--- config.mk ---
export PLATFORM = sky130hd
export DESIGN_NAME = bcd_seq_adder
export DESIGN_NICKNAME = d
export VERILOG_FILES = /design/src/rtl/bcd_pkg.sv /design/src/rtl/bcd_digit_add.sv /design/src/rtl/bcd_seq_adder.sv
export SDC_FILE = /design/constraint.sdc
export NUM_CORES = 1
export LEC_CHECK = 0
export CAP_MARGIN = 15
export CORE_AREA = 2 2 95 69
export CTS_BUF_LIST = sky130_fd_sc_hd__clkbuf_8
export DETAILED_ROUTE_END_ITERATION = 10
export DIE_AREA = 0 0 97 71
export HOLD_SLACK_MARGIN = 0.1
export PLACE_DENSITY = 0.71
export SLEW_MARGIN = 20
export SYNTH_ARGS = -nofsm -noshare
export SYNTH_HDL_FRONTEND = slang
export SYNTH_HIERARCHICAL = 1
export SYNTH_SLANG_ARGS = --single-unit
--- constraint.sdc ---
create_clock -name clk -period 5.86 [get_ports clk]
set_input_delay 1.758 -clock clk [delete_from_list [all_inputs] [get_ports clk]]
set_output_delay 1.758 -clock clk [all_outputs]
set_load 0.02 [all_outputs]
--- src/rtl/bcd_pkg.sv ---
// Shared types and constants for the sequential BCD adder.
// Holds the controller state enum and the digit helpers.
package bcd_pkg;

   typedef enum logic {IDLE, RUN} state_t;

   typedef logic [3:0] digit_t;

   localparam digit_t BCD_MAX  = 4'd9;
   localparam digit_t BCD_CORR = 4'd6;

   function automatic logic bad_digit(input digit_t d);
      return d > BCD_MAX;
   endfunction

endpackage

--- src/rtl/bcd_digit_add.sv ---
// Single-digit BCD adder with decimal carry.
// Applies the +6 correction whenever the binary sum exceeds nine.
module bcd_digit_add
   import bcd_pkg::*;
(
   input  digit_t x,
   input  digit_t y,
   input  logic   ci,
   output digit_t d,
   output logic   co
);

   logic [4:0] s;

   always_comb begin
      s  = {1'b0, x} + {1'b0, y} + {4'b0000, ci};
      co = s > {1'b0, BCD_MAX};
      d  = co ? s[3:0] + BCD_CORR : s[3:0];
   end

endmodule

--- src/rtl/bcd_seq_adder.sv ---
// Multi-digit BCD adder: one shared digit adder, LSD first,
// decimal carry rippled through a register.
module bcd_seq_adder
   import bcd_pkg::*;
#(
   parameter int DIGITS = 4
) (
   input  logic                clk,
   input  logic                rst_n,
   input  logic                start,
   input  logic [4*DIGITS-1:0] a,
   input  logic [4*DIGITS-1:0] b,
   output logic                busy,
   output logic                done,
   output logic [4*DIGITS-1:0] sum,
   output logic                cout,
   output logic                err
);

   localparam int W  = 4 * DIGITS;
   localparam int IW = (DIGITS > 1) ? $clog2(DIGITS) : 1;
   localparam logic [IW-1:0] LAST = IW'(DIGITS - 1);

   state_t          state, state_n;
   logic [IW-1:0]   idx, idx_n;
   logic            carry, carry_n;
   logic [W-1:0]    opa, opa_n;
   logic [W-1:0]    opb, opb_n;
   logic [W-1:0]    sum_n;
   logic            cout_n, err_n, done_n;
   logic            any_bad;

   digit_t          dx, dy, dd;
   logic            dco;

   assign dx   = opa[idx*4 +: 4];
   assign dy   = opb[idx*4 +: 4];
   assign busy = (state == RUN);

   bcd_digit_add u_add (
      .x  (dx),
      .y  (dy),
      .ci (carry),
      .d  (dd),
      .co (dco)
   );

   always_comb begin
      any_bad = 1'b0;
      for (int i = 0; i < DIGITS; i++) begin
         any_bad = any_bad
                 | bad_digit(a[4*i +: 4])
                 | bad_digit(b[4*i +: 4]);
      end
   end

   always_comb begin
      state_n = state;
      idx_n   = idx;
      carry_n = carry;
      opa_n   = opa;
      opb_n   = opb;
      sum_n   = sum;
      cout_n  = cout;
      err_n   = err;
      done_n  = 1'b0;
      unique case (state)
         IDLE: begin
            if (start) begin
               opa_n   = a;
               opb_n   = b;
               sum_n   = '0;
               carry_n = 1'b0;
               cout_n  = 1'b0;
               idx_n   = '0;
               err_n   = any_bad;
               state_n = RUN;
            end
         end
         RUN: begin
            sum_n[idx*4 +: 4] = dd;
            carry_n = dco;
            if (idx == LAST) begin
               cout_n  = dco;
               done_n  = 1'b1;
               idx_n   = '0;
               state_n = IDLE;
            end else begin
               idx_n = idx + 1'b1;
            end
         end
      endcase
   end

   // Reset also discards captured operands so an aborted op leaves no trace.
   always_ff @(posedge clk) begin
      if (!rst_n) begin
         state <= IDLE;
         idx   <= '0;
         carry <= 1'b0;
         opa   <= '0;
         opb   <= '0;
         sum   <= '0;
         cout  <= 1'b0;
         err   <= 1'b0;
         done  <= 1'b0;
      end else begin
         state <= state_n;
         idx   <= idx_n;
         carry <= carry_n;
         opa   <= opa_n;
         opb   <= opb_n;
         sum   <= sum_n;
         cout  <= cout_n;
         err   <= err_n;
         done  <= done_n;
      end
   end

endmodule

==> metrics.txt, run 1 <==
net count of the finished layout 365; leakage power 1.15 nW; share of the clock period used by the worst path 0.715; Worst VDD drop between 0.1 and 0.15 mV; Via-to-Cell Ratio between 5 and 6; type of the setup path with the least slack flip-flop to flip-flop; EDFF count, synth 0; Net Sw Frac 0.279; beginning of the worst register-to-register path idx[0]; switching power 0.209 mW; Max Slew Vio Count 0; placed cell areas 3180 um^2; CTS resizes 0; Top FF cell, synth dfxtp_1; leading cell type in the layout, fill and taps excluded nand2_1; row cnt 24; startpoint of the lowest-slack hold path opa[14]; clock buffers created by TritonCTS 5; Worst Path Arrival 4.43 ns; CTS tree yes; PD cells approximately 230 nW/um^2; post-synthesis sequential element count 55; cell-by-cell listing of the critical path mux4_2, fa_1, fa_1, xnor2_1, ha_1, a31o_1, o31ai_4, mux2i_1, a22oi_1, nor2b_1; worst reg2reg setup slack 1.67 ns; post-synth design cell area 2610 um^2; overflow left after global routing 0; asr flop ratio synth 0; startpoint of the worst setup timing path idx[0]; Avg Inst Size Synth 9.52 um^2; number of antenna violations at the first check in global routing 0; First-pass DRT Iterations 4; final hold violation count 0; DR vias 2104; Critical Path Sink sum[10]; post-route core utilization 0.540; buffers plus inverters on the worst setup path 0; initial core utilization 0.432; cell at the slowest stage of the critical path dfxtp_1; fill cell count 572; number of stages on the worst setup path 10; Critical Path Sink Type flip-flop; routability congestion estimate 0.762; delay of the slowest cell on the worst path 0.88 ns; GR Util All Layers 0.176; internal cell power approximately 0.54 mW; total setup buffers inserted after CTS 0; YS warnings 6; type of origin of the critical path flip-flop; antenna viol nets, final 0; Relative slew margins 0.441; Boundary Pins 55; sequential cell fraction of total power 0.543; reg2reg end sum[10]; maximum number of pins on one net before global-route repair 56; detailed placement HPWL around 4300 um; detailed-route wire length 5860 um; TritonCTS sink count 55; status complete, no violations; Area Growth Syn to Fin 25.0%; R2R depth 10; number of distinct standard cells referenced by the synthesized netlist 34; final-report setup violation count 0; critical path peak fanout 14; # Max-Cap Violations 0; first-pass GRT wire length 9830 um; fraction of the yosys area taken by sequential cells 0.422; WP data required 6.10 ns; total negative slack 0 ns; worst hold path type flip-flop to flip-flop; Overall Power 0.749 mW; count of antenna diodes in the layout 0; transition at the pin with the smallest max-transition slack approximately 0.84 ns; routed wire length per instance 14.7 um; width of the die 97 um; CTS H-tree lvls 2; remaining routing DRC violations 0; port buffer count 54; clock latency reported for the late side of the worst-skew pair roughly 0.31 ns; Non-Filler Cell Area, Final 3260 um^2; cell at the root of the clock tree clkbuf_8; most frequent cell on the critical path fa_1; net count after synthesis 319; standard cell core area 6040 um^2; post-layout minimum cycle time between 4 and 5 ns; Worst-path clk slew 0.10 ns; number of instances in the synthesized netlist about 270; Die Y 71 um; layout cell share with drive strength beyond 1 0.0810; number of buffers between clock root and the deepest sink 2; part of the total power dissipated in combinational logic 0.193; highest-count cells in the layout ignoring fill and taps 67 x nand2_1, 55 x dfxtp_1, 54 x clkdlybuf4s50_1; via count of the first global-routing pass around 2000; Max Clock Freq 0.239 GHz; clock tree skew after final layout 0.00912 ns; violation count after the first detailed-route iteration 81; number of hold-repair buffers added at the cts stage 0; die footprint ~6900 um^2; crit-path leading delay family adder cells; setup repair after global routing missed its margin false; fraction of power consumed by the clock network 0.264
-- power groups by stage --
stage,Combinational (mW),Clock [mW],Sequential (mW)
finish,0.145,0.198,0.407
global route,0.160,0.219,0.409
CTS,0.145,0.203,0.406
detailed placement,0.145,0,0.415
global placement,0.141,0,0.414
floorplan,0.0957,0,0.409
-- sequential cells by signal, indices dropped and copies added, names as in the netlist --
name,count
sum,16
carry,1
opa,16
cout,1
err,1
idx,2
done,1
opb,16
busy,1
-- how the worst min path moves through the flow --
stage                         end  slack, ns  cells after the start
after floorplan           opa[10]       0.43                      2
after global placement     opa[3]       0.45                      2
after detailed placement  opa[14]       0.45                      2
after CTS                 opa[14]       0.46                      2
after global routing      opa[13]       0.49                      2
final                     opa[14]       0.46                      2
-- worst min-delay path, delay by kind of cell, from the launching register on --
| kind | cells | cell delay (ns) |
|---|---|---|
| DFF | 1 | 0.32 |
| AOI/OAI and AO/OA | 1 | 0.05 |
| and+or+nand+nor | 1 | 0.05 |
-- synth_stat cells (all sizes together), types with 2 or more instances --
library cell	count	area, um^2
nand2b	2	12.5
nand2	68	258
nor2	2	7.51
buf	10	60.1
mux4	8	180
a21oi	7	35.0
a22oi	17	128
nand3	2	10.0
fa	2	40.0
nor4b	2	47.6
ha	8	100
dfxtp	55	1100
xnor2	2	17.5
mux2i	2	20.0
inv	4	15.0
o21ai	9	45.0
clkbuf	7	26.3
nor2b	21	131
a21boi	34	255
and3	2	12.5
-- final cells by class --
type | instances | area (um^2) | share of cell area
Clock buffer | 5 | 68.8 | 0.0211
Multi-Input combinational cell | 198 | 1410 | 0.433
Clock inverter | 3 | 12.5 | 0.00384
Timing Repair Buffer | 56 | 556 | 0.170
Tap cell | 78 | 97.6 | 0.0299
Sequential cell | 55 | 1100 | 0.338
Inverter | 4 | 15.0 | 0.00460
-- per-stage QoR --
| step | setup slack [ns] | hold slack (ns) | std cells |
|---|---|---|---|
| 2_1_floorplan | 2.27 | 0.432 | 274 |
| 3_3_place_gp | 1.84 | 0.445 | 391 |
| 3_5_place_dp | 1.67 | 0.449 | 391 |
| 4_1_cts | 1.65 | 0.463 | 399 |
| 5_1_grt | 1.36 | 0.489 | 399 |
| 6_report | 1.67 | 0.461 | 399 |
-- routing by layer --
| layer | global-route usage | vias up | part of all wire |
|---|---|---|---|
| li1 | - | 1047 | - |
| met1 | 0.261 | 996 | 0.51 |
| met2 | 0.255 | 54 | 0.42 |
| met3 | 0.0445 | 7 | 0.059 |
| met4 | 0.0469 | 0 | 0.012 |
| met5 | 0 | - | 0 |
-- logic make-up after synthesis --
group,count (synthesis),share of synthesized area
AO/OA/AOI/OAI,74,0.204
XOR/XNOR,2,0.00672
adder cells (fa/ha/maj),10,0.0537
buffers and inverters,21,0.0388
flip-flops,55,0.422
multiplexers,10,0.0767
AND/OR/NAND/NOR,102,0.198
(Power assumes the default switching activity.)
==> inputs of run 2 (changes only) <==
PLACE_DENSITY = 0.74   (was 0.71)
clock period = 3.6 ns   (was 5.86 ns; I/O delays follow)
==> run 2 against run 1 <==
Net effect:
- maximum frequency increased by 22%
- non-clock buffer count up 5
- worst hold slack got worse by 0.0013 ns
- critical endpoint is now sum[3]
==> metrics.txt, run 2 (synthesized netlist as in run 1, its figures left out) <==
status complete, no violations; maximum number of pins on one net before global-route repair 56; die footprint 6890 um^2; number of instances on the worst hold path 2; placed cell areas 3220 um^2; Via-to-Cell Ratio 5.34; port buffer count 54; Relative slew margins 0.611; Overall Power 1.34 mW; leading cell type in the layout, fill and taps excluded nand2_1; number of hold-repair buffers added at the cts stage 0; remaining routing DRC violations 0; standard cell core area 6040 um^2; TritonCTS sink count 55; count of placed standard cells in the final layout, fillers left out ~400; routed metal-1 wirelength 3010 um; share of the clock period used by the worst path 0.955; worst hold path type flip-flop to flip-flop; total length of routed met3 wires between 400 and 500 um; Worst Path Arrival 3.64 ns; row cnt 24; Die Y 71 um; DR vias about 2200; Area Growth Syn to Fin 28.0%; worst reg2reg setup slack about 0.16 ns; Max Slew Vio Count 0; beginning of the worst register-to-register path idx[0]; antenna viol nets, final 0; WP data required between 3 and 4 ns; overflow left after global routing 0; setup repair after global routing missed its margin false; R2R depth 10; Max Clock Freq 0.291 GHz; first-pass GRT wire length 10200 um; highest-count cells in the layout ignoring fill and taps 67 x nand2_1, 54 x dfxtp_1, 54 x clkdlybuf4s50_1; clock buffers created by TritonCTS 5; startpoint of the lowest-slack hold path opa[14]; count of antenna diodes in the layout 0; post-route core utilization 0.553; met2 wire length 2570 um; initial core utilization 0.432; detailed-route wire length 6080 um; final hold violation count 0; cell at the root of the clock tree clkbuf_8; routed wire length per instance approximately 15 um; clock tree skew after final layout 0.00710 ns; total negative slack 0 ns; instance count after placement with tap cells included 396; Non-Filler Cell Area, Final 3340 um^2; highest routing layer actually used met4; Worst-path clk slew roughly 0.10 ns; number of antenna violations at the first check in global routing 0; detailed placement HPWL around 4400 um; transition at the pin with the smallest max-transition slack just under 0.6 ns; type of origin of the critical path flip-flop; PD cells 401 nW/um^2; clock latency reported for the late side of the worst-skew pair 0.31 ns; type of the setup path with the least slack flip-flop to flip-flop; width of the die slightly below 100 um; final-report setup violation count 0; First-pass DRT Iterations 4; post-layout minimum cycle time 3.44 ns; layout cell share with drive strength beyond 1 0.104; Critical Path Sink Type flip-flop; via count of the first global-routing pass 1995; CTS H-tree lvls 2; number of buffers between clock root and the deepest sink 2; CTS tree yes; Worst VDD drop 0.188 mV; reg2reg end sum[3]; leakage power between 1 and 1.5 nW; routability congestion estimate 0.765; leading registers by flop count opa (16), opb (16), sum (16); violation count after the first detailed-route iteration 133; # Max-Cap Violations 0; worst hold endpoint opa[14]; critical path peak fanout 4; GR Util All Layers 0.184; net count of the finished layout 370; Boundary Pins 55
==> run 2: worst max-delay path by stage <==
stage | startpoint | end | slack (ns) | cells past startpoint
after global placement | idx[0] | sum[9] | 0.20 | 10
after CTS | idx[0] | sum[10] | 0.02 | 11
after detailed placement | idx[0] | sum[9] | 0.09 | 10
final | idx[0] | sum[3] | 0.16 | 10
after global routing | idx[0] | sum[10] | 0.0009 | 11
after floorplan | idx[0] | sum[14] | 0.01 | 11
==> run 2: critical path, cell delays in order, from the launching register on <==
cell,delay [ns]
dfxtp_4,0.38
mux4_2,0.52
fa_1,0.47
fa_2,0.53
inv_1,0.07
ha_1,0.22
a31o_1,0.24
a2111oi_0,0.42
nor2b_1,0.20
a22oi_1,0.21
nor2b_1,0.06
==> run 2: cell type report <==
type / instances / area (um^2)
well taps: 78 / 97.6
flip-flops and latches: 55 / 1100
multi-input cells: 198 / 1410
inverters: 4 / 15.0
clock buffers: 6 / 82.6
fillers: 555 / 2700
repair buffers: 61 / 593
clock inverters: 2 / 35.0
==> run 2: layer usage <==
metal | track usage | vias up
met5 | 0 | -
met4 | 0.0516 | 0
met3 | 0.0455 | 11
met2 | 0.262 | 74
met1 | 0.277 | 1019
li1 | - | 1053
==> run 2: what timing repair did <==
item	4_1_cts	5_1_grt
setup endpoints to repair	0	12
gates resized for setup	0	3
setup buffers	0	0
==> run 2: where the power goes <==
group	internal (mW)	switching (mW)	total (mW)	leakage [nW]
Combinational	0.119	0.134	0.253	0.674
Sequential	0.636	0.0210	0.657	0.450
Clock	0.225	0.202	0.428	0.0612
==> run 2: stage by stage <==
stage | hold WS (ns) | setup WS [ns]
global placement | 0.439 | 0.204
global route | 0.487 | 0.000856
detailed placement | 0.449 | 0.0921
CTS | 0.463 | 0.0245
finish | 0.460 | 0.163
floorplan | 0.432 | 0.0136
